### src/rtl/ex_forward_unit_if.sv
// ---------------------------------------------------------------------------
// ex_forward_unit_if
//
// Bundles the ID-stage instruction description and the forwarding/hazard
// results exchanged between the decode logic and ex_forward_unit.
//
// Signals:
//   inIdRs / inIdRt          source specifiers of the instruction in ID
//   inIdUsesRs / inIdUsesRt  the ID instruction actually reads that source
//   inIdRd                   resolved destination of the ID instruction
//   inIdRegWrite             the ID instruction writes the register file
//   inIdMemRead              the ID instruction is a load
//   inFlush                  kill the ID instruction (taken branch)
//   outForwardA / B          registered EX operand mux selects
//                            (00 regfile, 10 EX/MEM, 01 MEM/WB)
//   outStall                 combinational load-use stall request
//   outBubble                EX currently holds a bubble / flushed slot
//   outStallCount            saturating stall-cycle counter
//
// Modports:
//   master  decode side (drives the ID description, observes results)
//   slave   the forwarding unit itself
// ---------------------------------------------------------------------------
interface ex_forward_unit_if #(
    parameter int REG_BITS = 5,
    parameter int CNT_BITS = 16
);
    logic [REG_BITS-1:0] inIdRs;
    logic [REG_BITS-1:0] inIdRt;
    logic                inIdUsesRs;
    logic                inIdUsesRt;
    logic [REG_BITS-1:0] inIdRd;
    logic                inIdRegWrite;
    logic                inIdMemRead;
    logic                inFlush;
    logic [1:0]          outForwardA;
    logic [1:0]          outForwardB;
    logic                outStall;
    logic                outBubble;
    logic [CNT_BITS-1:0] outStallCount;

    modport master (
        output inIdRs,
        output inIdRt,
        output inIdUsesRs,
        output inIdUsesRt,
        output inIdRd,
        output inIdRegWrite,
        output inIdMemRead,
        output inFlush,
        input  outForwardA,
        input  outForwardB,
        input  outStall,
        input  outBubble,
        input  outStallCount
    );

    modport slave (
        input  inIdRs,
        input  inIdRt,
        input  inIdUsesRs,
        input  inIdUsesRt,
        input  inIdRd,
        input  inIdRegWrite,
        input  inIdMemRead,
        input  inFlush,
        output outForwardA,
        output outForwardB,
        output outStall,
        output outBubble,
        output outStallCount
    );
endinterface

### src/rtl/ex_forward_unit.sv
// ---------------------------------------------------------------------------
// ex_forward_unit
//
// Forwarding and load-use hazard unit for the 5-stage MIPS pipeline.
// The instruction sitting in ID is compared against shadow copies of the
// instructions currently in EX and MEM. The resulting operand selects are
// registered so they line up with the instruction as it enters EX.
// A load in EX whose destination is read by the ID instruction triggers a
// one-cycle stall: PC and IF/ID freeze while a bubble is pushed into EX.
// A taken branch (inFlush) kills the ID instruction and takes precedence
// over any stall request in the same cycle.
//
// Ports:
//   inClk    rising-edge clock
//   inReset  synchronous active-high reset
//   bus      ex_forward_unit_if.slave (ID description in, selects out)
// ---------------------------------------------------------------------------
module ex_forward_unit #(
    parameter int REG_BITS = 5,
    parameter int CNT_BITS = 16
) (
    input  logic                  inClk,
    input  logic                  inReset,
    ex_forward_unit_if.slave      bus
);

    // Shadow of an in-flight instruction: just enough to decide forwarding.
    typedef struct packed {
        logic [REG_BITS-1:0] rd;
        logic                reg_write;
        logic                mem_read;
    } slot_t;

    localparam slot_t EMPTY_SLOT = '0;

    localparam logic [1:0] SEL_REGFILE = 2'b00;
    localparam logic [1:0] SEL_EXMEM   = 2'b10;
    localparam logic [1:0] SEL_MEMWB   = 2'b01;

    // What the pipeline does at the next edge (reset is handled in the flops).
    typedef enum logic [1:0] {
        UPD_NORMAL,
        UPD_STALL,
        UPD_FLUSH
    } upd_e;

    slot_t               ex_slot_q,  ex_slot_d;
    slot_t               mem_slot_q, mem_slot_d;
    logic [1:0]          fwd_a_q,    fwd_a_d;
    logic [1:0]          fwd_b_q,    fwd_b_d;
    logic                bubble_q,   bubble_d;
    logic [CNT_BITS-1:0] count_q,    count_d;

    logic                hz;
    logic                rs_hit_ex;
    logic                rt_hit_ex;
    logic [1:0]          sel_a;
    logic [1:0]          sel_b;
    upd_e                upd_mode;

    // Operand select for one source. The EX-slot producer is younger, so it
    // wins over the MEM-slot producer; $0 is hard-wired and never forwards.
    // Anything older than MEM has already been written to the register file,
    // which writes before it reads.
    function automatic logic [1:0] fwd_sel(
        input logic                uses,
        input logic [REG_BITS-1:0] src,
        input slot_t               ex,
        input slot_t               mem
    );
        logic [1:0] sel;
        sel = SEL_REGFILE;
        if (uses && ex.reg_write && (ex.rd != '0) && (src == ex.rd)) begin
            sel = SEL_EXMEM;
        end else if (uses && mem.reg_write && (mem.rd != '0) && (src == mem.rd)) begin
            sel = SEL_MEMWB;
        end
        return sel;
    endfunction

    // Load-use detection: the loaded value only exists after MEM, so an
    // instruction reading it directly behind the load must wait one cycle.
    always_comb begin
        rs_hit_ex = bus.inIdUsesRs && (bus.inIdRs == ex_slot_q.rd);
        rt_hit_ex = bus.inIdUsesRt && (bus.inIdRt == ex_slot_q.rd);
        hz        = ex_slot_q.mem_read && ex_slot_q.reg_write &&
                    (ex_slot_q.rd != '0) && (rs_hit_ex || rt_hit_ex);
    end

    // Forwarding selects for the ID instruction against the current slots.
    always_comb begin
        sel_a = fwd_sel(bus.inIdUsesRs, bus.inIdRs, ex_slot_q, mem_slot_q);
        sel_b = fwd_sel(bus.inIdUsesRt, bus.inIdRt, ex_slot_q, mem_slot_q);
    end

    // Flush beats stall: a killed instruction has no hazard to wait for.
    always_comb begin
        upd_mode = UPD_NORMAL;
        if (bus.inFlush) begin
            upd_mode = UPD_FLUSH;
        end else if (hz) begin
            upd_mode = UPD_STALL;
        end
    end

    // Next-state for slots, selects, bubble flag and the stall counter.
    // In both the stall and flush cases an empty slot enters EX while the
    // old EX instruction keeps moving down into MEM.
    always_comb begin
        ex_slot_d  = ex_slot_q;
        mem_slot_d = ex_slot_q;
        fwd_a_d    = fwd_a_q;
        fwd_b_d    = fwd_b_q;
        bubble_d   = bubble_q;
        count_d    = count_q;

        unique case (upd_mode)
            UPD_FLUSH: begin
                ex_slot_d = EMPTY_SLOT;
                fwd_a_d   = SEL_REGFILE;
                fwd_b_d   = SEL_REGFILE;
                bubble_d  = 1'b1;
            end
            UPD_STALL: begin
                ex_slot_d = EMPTY_SLOT;
                fwd_a_d   = SEL_REGFILE;
                fwd_b_d   = SEL_REGFILE;
                bubble_d  = 1'b1;
                if (count_q != '1) begin
                    count_d = count_q + 1'b1;
                end
            end
            default: begin
                ex_slot_d.rd        = bus.inIdRd;
                ex_slot_d.reg_write = bus.inIdRegWrite;
                ex_slot_d.mem_read  = bus.inIdMemRead;
                fwd_a_d             = sel_a;
                fwd_b_d             = sel_b;
                bubble_d            = 1'b0;
            end
        endcase
    end

    // State registers. Reset empties the pipeline shadow and marks EX as
    // holding a bubble; it overrides any flush or stall in the same cycle.
    always_ff @(posedge inClk) begin
        if (inReset) begin
            ex_slot_q  <= EMPTY_SLOT;
            mem_slot_q <= EMPTY_SLOT;
            fwd_a_q    <= SEL_REGFILE;
            fwd_b_q    <= SEL_REGFILE;
            bubble_q   <= 1'b1;
            count_q    <= '0;
        end else begin
            ex_slot_q  <= ex_slot_d;
            mem_slot_q <= mem_slot_d;
            fwd_a_q    <= fwd_a_d;
            fwd_b_q    <= fwd_b_d;
            bubble_q   <= bubble_d;
            count_q    <= count_d;
        end
    end

    // The stall request is suppressed by reset so a reset cycle never
    // freezes the front end.
    assign bus.outStall      = hz && !bus.inFlush && !inReset;
    assign bus.outForwardA   = fwd_a_q;
    assign bus.outForwardB   = fwd_b_q;
    assign bus.outBubble     = bubble_q;
    assign bus.outStallCount = count_q;

endmodule

### src/flat_wrapper.sv
// flat-port wrapper written by rule: the top's interface ports become plain ports
module ex_forward_unit_flat 
#(
    parameter int REG_BITS = 5,
    parameter int CNT_BITS = 16
)
  (inClk, inReset, bus_inIdRs, bus_inIdRt, bus_inIdUsesRs, bus_inIdUsesRt, bus_inIdRd, bus_inIdRegWrite, bus_inIdMemRead, bus_inFlush, bus_outForwardA, bus_outForwardB, bus_outStall, bus_outBubble, bus_outStallCount);
  ex_forward_unit_if #(.REG_BITS(REG_BITS), .CNT_BITS(CNT_BITS)) bus_i ();
  input  logic inClk;
  input  logic inReset;
  input wire logic [$bits(bus_i.inIdRs)-1:0] bus_inIdRs;
  input wire logic [$bits(bus_i.inIdRt)-1:0] bus_inIdRt;
  input wire logic [$bits(bus_i.inIdUsesRs)-1:0] bus_inIdUsesRs;
  input wire logic [$bits(bus_i.inIdUsesRt)-1:0] bus_inIdUsesRt;
  input wire logic [$bits(bus_i.inIdRd)-1:0] bus_inIdRd;
  input wire logic [$bits(bus_i.inIdRegWrite)-1:0] bus_inIdRegWrite;
  input wire logic [$bits(bus_i.inIdMemRead)-1:0] bus_inIdMemRead;
  input wire logic [$bits(bus_i.inFlush)-1:0] bus_inFlush;
  output wire logic [$bits(bus_i.outForwardA)-1:0] bus_outForwardA;
  output wire logic [$bits(bus_i.outForwardB)-1:0] bus_outForwardB;
  output wire logic [$bits(bus_i.outStall)-1:0] bus_outStall;
  output wire logic [$bits(bus_i.outBubble)-1:0] bus_outBubble;
  output wire logic [$bits(bus_i.outStallCount)-1:0] bus_outStallCount;
  assign bus_i.inIdRs = bus_inIdRs;
  assign bus_i.inIdRt = bus_inIdRt;
  assign bus_i.inIdUsesRs = bus_inIdUsesRs;
  assign bus_i.inIdUsesRt = bus_inIdUsesRt;
  assign bus_i.inIdRd = bus_inIdRd;
  assign bus_i.inIdRegWrite = bus_inIdRegWrite;
  assign bus_i.inIdMemRead = bus_inIdMemRead;
  assign bus_i.inFlush = bus_inFlush;
  assign bus_outForwardA = bus_i.outForwardA;
  assign bus_outForwardB = bus_i.outForwardB;
  assign bus_outStall = bus_i.outStall;
  assign bus_outBubble = bus_i.outBubble;
  assign bus_outStallCount = bus_i.outStallCount;
  ex_forward_unit #(.REG_BITS(REG_BITS), .CNT_BITS(CNT_BITS)) u_core (.inClk(inClk), .inReset(inReset), .bus(bus_i));
endmodule
### config.mk
export PLATFORM = sky130hd
export DESIGN_NAME = ex_forward_unit_flat
export DESIGN_NICKNAME = d
export VERILOG_FILES = /design/src/rtl/ex_forward_unit_if.sv /design/src/rtl/ex_forward_unit.sv /design/src/flat_wrapper.sv
export SDC_FILE = /design/constraint.sdc
export NUM_CORES = 1
export LEC_CHECK = 0
export BUFFER_PORTS_ARGS = -buffer_cell sky130_fd_sc_hd__buf_2
export CAP_MARGIN = 0
export CORE_AREA = 2 2 66 68
export CTS_BUF_LIST = sky130_fd_sc_hd__clkbuf_16
export DETAILED_ROUTE_END_ITERATION = 7
export DIE_AREA = 0 0 68 70
export GPL_ROUTABILITY_DRIVEN = 0
export PLACE_DENSITY = 0.59
export SLEW_MARGIN = 10
export SYNTH_ARGS = -nofsm -noshare
export SYNTH_HDL_FRONTEND = slang
export SYNTH_SLANG_ARGS = --single-unit
### constraint.sdc
create_clock -name inClk -period 2.7 [get_ports inClk]
set_input_delay 0.54 -clock inClk [delete_from_list [all_inputs] [get_ports inClk]]
set_output_delay 0.54 -clock inClk [all_outputs]
set_load 0.02 [all_outputs]
==> impl_metrics.tcl <==
set metrics [dict create \
    leakagePower_nw 0.840 \
    grt_setup_unrepaired "no" \
    r2r_end "u_core.bus.outStallCount[7]" \
    setup_viol_count_final 0 \
    design.final.nets 245 \
    die_width_um 68 \
    groute.layer.met1.usage_pct 21.0 \
    achievable-frequency_mhz 414 \
    reg2regPathDepth 6 \
    critPathLaunch "u_core.ex_slot_q[2]" \
    setup_slack_of_the_most_critical_reg_to_reg_path_ns 0.59 \
    register_area_um2 681 \
    ys.warnings.count 0 \
    tritoncts "done" \
    route.detailed.vias_per_inst 5.11 \
    drive_above_1_share_pct 26.0 \
    fill_cells 397 \
    cts_setup_buffers 0 \
    relative_slew_slack_pct 63.2 \
    pre_cts_ws_ns 0.201 \
    setup_tns_final_ns 0 \
    regToRegStartpoint "u_core.ex_slot_q[2]" \
    worst_ep_arrival_time_ns 1.88 \
    synth.ff_latch_count 34 \
    min_period_over_period_pct 89.5 \
    antenna_found_initial 0 \
    start_util_pct 38.3 \
    final_slew_violations 0 \
    insertedDiodeCount 0 \
    synth_nets 199 \
    multiInputGateArea_um2 876 \
    die_y_um 70 \
    holdBufCountCts 0 \
    critPathSlowestCell "dfxtp_1" \
    rows 24 \
    netlist.area_leader.share_pct 42.8 \
    crit_fanout 18 \
    cts_buffers 5 \
    synth_top_flop_cell "dfxtp_1" \
    worst-endpoint-required_ns 2.16 \
    clk_latency_ns 0.27 \
    fin_worst_hold_slack_ns 0.462 \
    final_util_pct 49.6 \
    synth-seq-area-share_pct 42.8 \
    grt_most_used_layer "met2" \
    cts.reportedPaths.clkPinSlew_ns 0.05 \
    htreeDepth 2 \
    hold_class "in2reg" \
    synth_top_cells_by_count "34 x dfxtp_1, 17 x xor2_1, 12 x a21oi_1" \
    power_density_normalized_to_cell_area_mw_per_mm2 636 \
    wire_per_inst_um 12.3 \
    synthesis.area_per_instance_um2 9.03 \
    yosys-top-cells-area "dfxtp_1 43%, xor2_1 9.4%, a21oi_1 3.8%, or4_1 3.8%, nor2b_1 3.1%" \
    timing.setup.critical_path_class "reg2out" \
    die_area_mm2 0.00476 \
    yosysMostFrequentCell "dfxtp_1" \
    start_kind "register" \
    design.portCount 44 \
    max-cap-violations 0 \
    finalWirelength_um 3380 \
    cp_num_cells 6 \
    grt_start_max_net_pins 25 \
    final_hold_viol_count 0 \
    fin_crit_ns 2.42 \
    ctsLongestPathBuffers 2 \
    postPlaceCellArea_mm2 0.00185 \
    cp_cell_sequence "xor2_1, nor4_1, and3_1, o21ai_4, nor2_1, buf_2" \
    drtPass1Iterations 4 \
    final_critical_path_setup_slack_ns 0.284 \
    port-buffer-count 43 \
    drt_iter0_drc 62 \
    crit_path_end_kind "primary output" \
    synth_async_sr_flop_share_pct 0 \
    detailed_place_hpwl_um 2560 \
    peakVddDrop_v 0.000388 \
    netlist.top_cell.by_area "dfxtp_1" \
    crit_path_max_incr_delay_ns 0.36 \
    global_route_wire_length_before_repair_um 5650 \
    tightest_slew_ns 0.546 \
    netlist-cell-type-count 35 \
    core_area_mm2 0.00414 \
    layout_cell_area_excl_fill_mm2 0.00206 \
    remaining_drc_errors 0 \
    globalRouteOverflowTotal 0 \
    synth_area_mm2 0.00159 \
    critPathBufInv 1 \
    count_of_vias_placed_by_the_detailed_router 1404 \
    drtAntennaViolNets 0 \
    gate_family_responsible_for_the_most_delay_along_the_worst_path "simple AND/OR/NAND/NOR gates" \
    cts.root.buffer_cell "clkbuf_16" \
    post_cts_resized 0 \
    grt_pass1_vias 1225 \
    endpoint "bus_outStall" \
    gr-usage-all-layers_pct 15.3 \
    met2_usage_pct 23.1 \
    area_growth_pct 29.4 \
    use_met3_pct 4.99 \
    synthesized_instance_count 176 \
    outcome "finished, final reports clean" \
    cts_sinks 34 \
    synth_edf_count 0 \
    finClkSkew_ns 0.00515 \
]
==> where the power goes <==
part           internal, mW  switching [mW]  leakage (nW)
Sequential            0.510         0.00735         0.276
Combinational        0.0310          0.0321         0.470
Clock                 0.529           0.199        0.0940
==> area by class of cell <==
| class | count | share of cell area [%] |
|---|---|---|
| Clock inverter | 3 | 3.35 |
| Clock buffer | 5 | 6.08 |
| Multi-Input combinational cell | 132 | 42.6 |
| Tap cell | 52 | 3.16 |
| Sequential cell | 34 | 33.1 |
| Inverter | 5 | 0.912 |
| Timing Repair Buffer | 44 | 10.8 |
==> cell families (layout without fill, tap and decap cells) <==
kind of cell | Yosys count | in the layout | synth area share (%)
simple gates | 74 | 74 | 27.0
compound gates | 35 | 35 | 14.5
flops | 34 | 34 | 42.8
xor+xnor | 21 | 21 | 11.6
buf+inv | 10 | 57 | 2.60
fa+ha+maj | 1 | 1 | 0.787
mux | 1 | 1 | 0.709
==> worst register-to-register path: stages, from the launching register on <==
cell     delay [ns]
dfxtp_1        0.36
xor2_1         0.18
nor4_1         0.27
and3_1         0.34
o21ai_4        0.17
nor4_1         0.32
mux2_1         0.35
==> how the worst min path moves through the flow <==
stage                              start                   endpoint  depth (start not counted)
floorplan           u_core.mem_slot_q[1]  u_core.bus.outForwardB[0]                          2
detailed placement   u_core.ex_slot_q[1]       u_core.mem_slot_q[1]                          1
global route               bus_inIdRd[4]        u_core.ex_slot_q[6]                          2
finish                     bus_inIdRd[1]        u_core.ex_slot_q[3]                          2
CTS                        bus_inIdRd[0]        u_core.ex_slot_q[2]                          2
global placement     u_core.ex_slot_q[1]       u_core.mem_slot_q[1]                          1
==> registers in the layout, summed over array words and instances (netlist names) <==
name / flops
u_core.bus.outForwardA: 2
u_core.mem_slot_q: 6
u_core.bus.outStallCount: 16
u_core.bus.outForwardB: 2
u_core.ex_slot_q: 7
u_core.bus.outBubble: 1
==> per-layer routing <==
layer	share of wire, %	wire length (um)	vias to the layer above
met1	47	1580	651
met5	0	0	-
li1	-	-	726
met2	48	1620	25
met3	4.5	151	2
met4	0.50	17	0
==> placed cells by master (no fill, tap or decap), types with 4 or more instances in the layout <==
cell type,Yosys,final
buf_2,3,43
dfxtp_1,34,34
xor2_1,17,17
a21oi_1,12,12
nand2_1,10,10
or4_1,8,8
nor2b_1,8,8
and2_1,7,7
nand4_1,7,7
nor3_1,7,7
nor4_1,6,6
nor2_1,5,5
nand3_1,5,5
o31ai_1,5,5
clkbuf_16,0,5
xnor2_1,4,4
o21a_1,4,4
inv_1,4,4
o21ai_1,4,4
or3_1,4,4
o21ai_0,4,4
==> stage by stage <==
| stage | std cells | power, mW |
|---|---|---|
| finish | 275 | 1.31 |
| global route | 275 | 1.36 |
| CTS | 275 | 1.32 |
| detailed placement | 267 | 0.591 |
| global placement | 267 | 0.590 |
| floorplan | 176 | 0.561 |
Power figures use the tool's default switching activity.
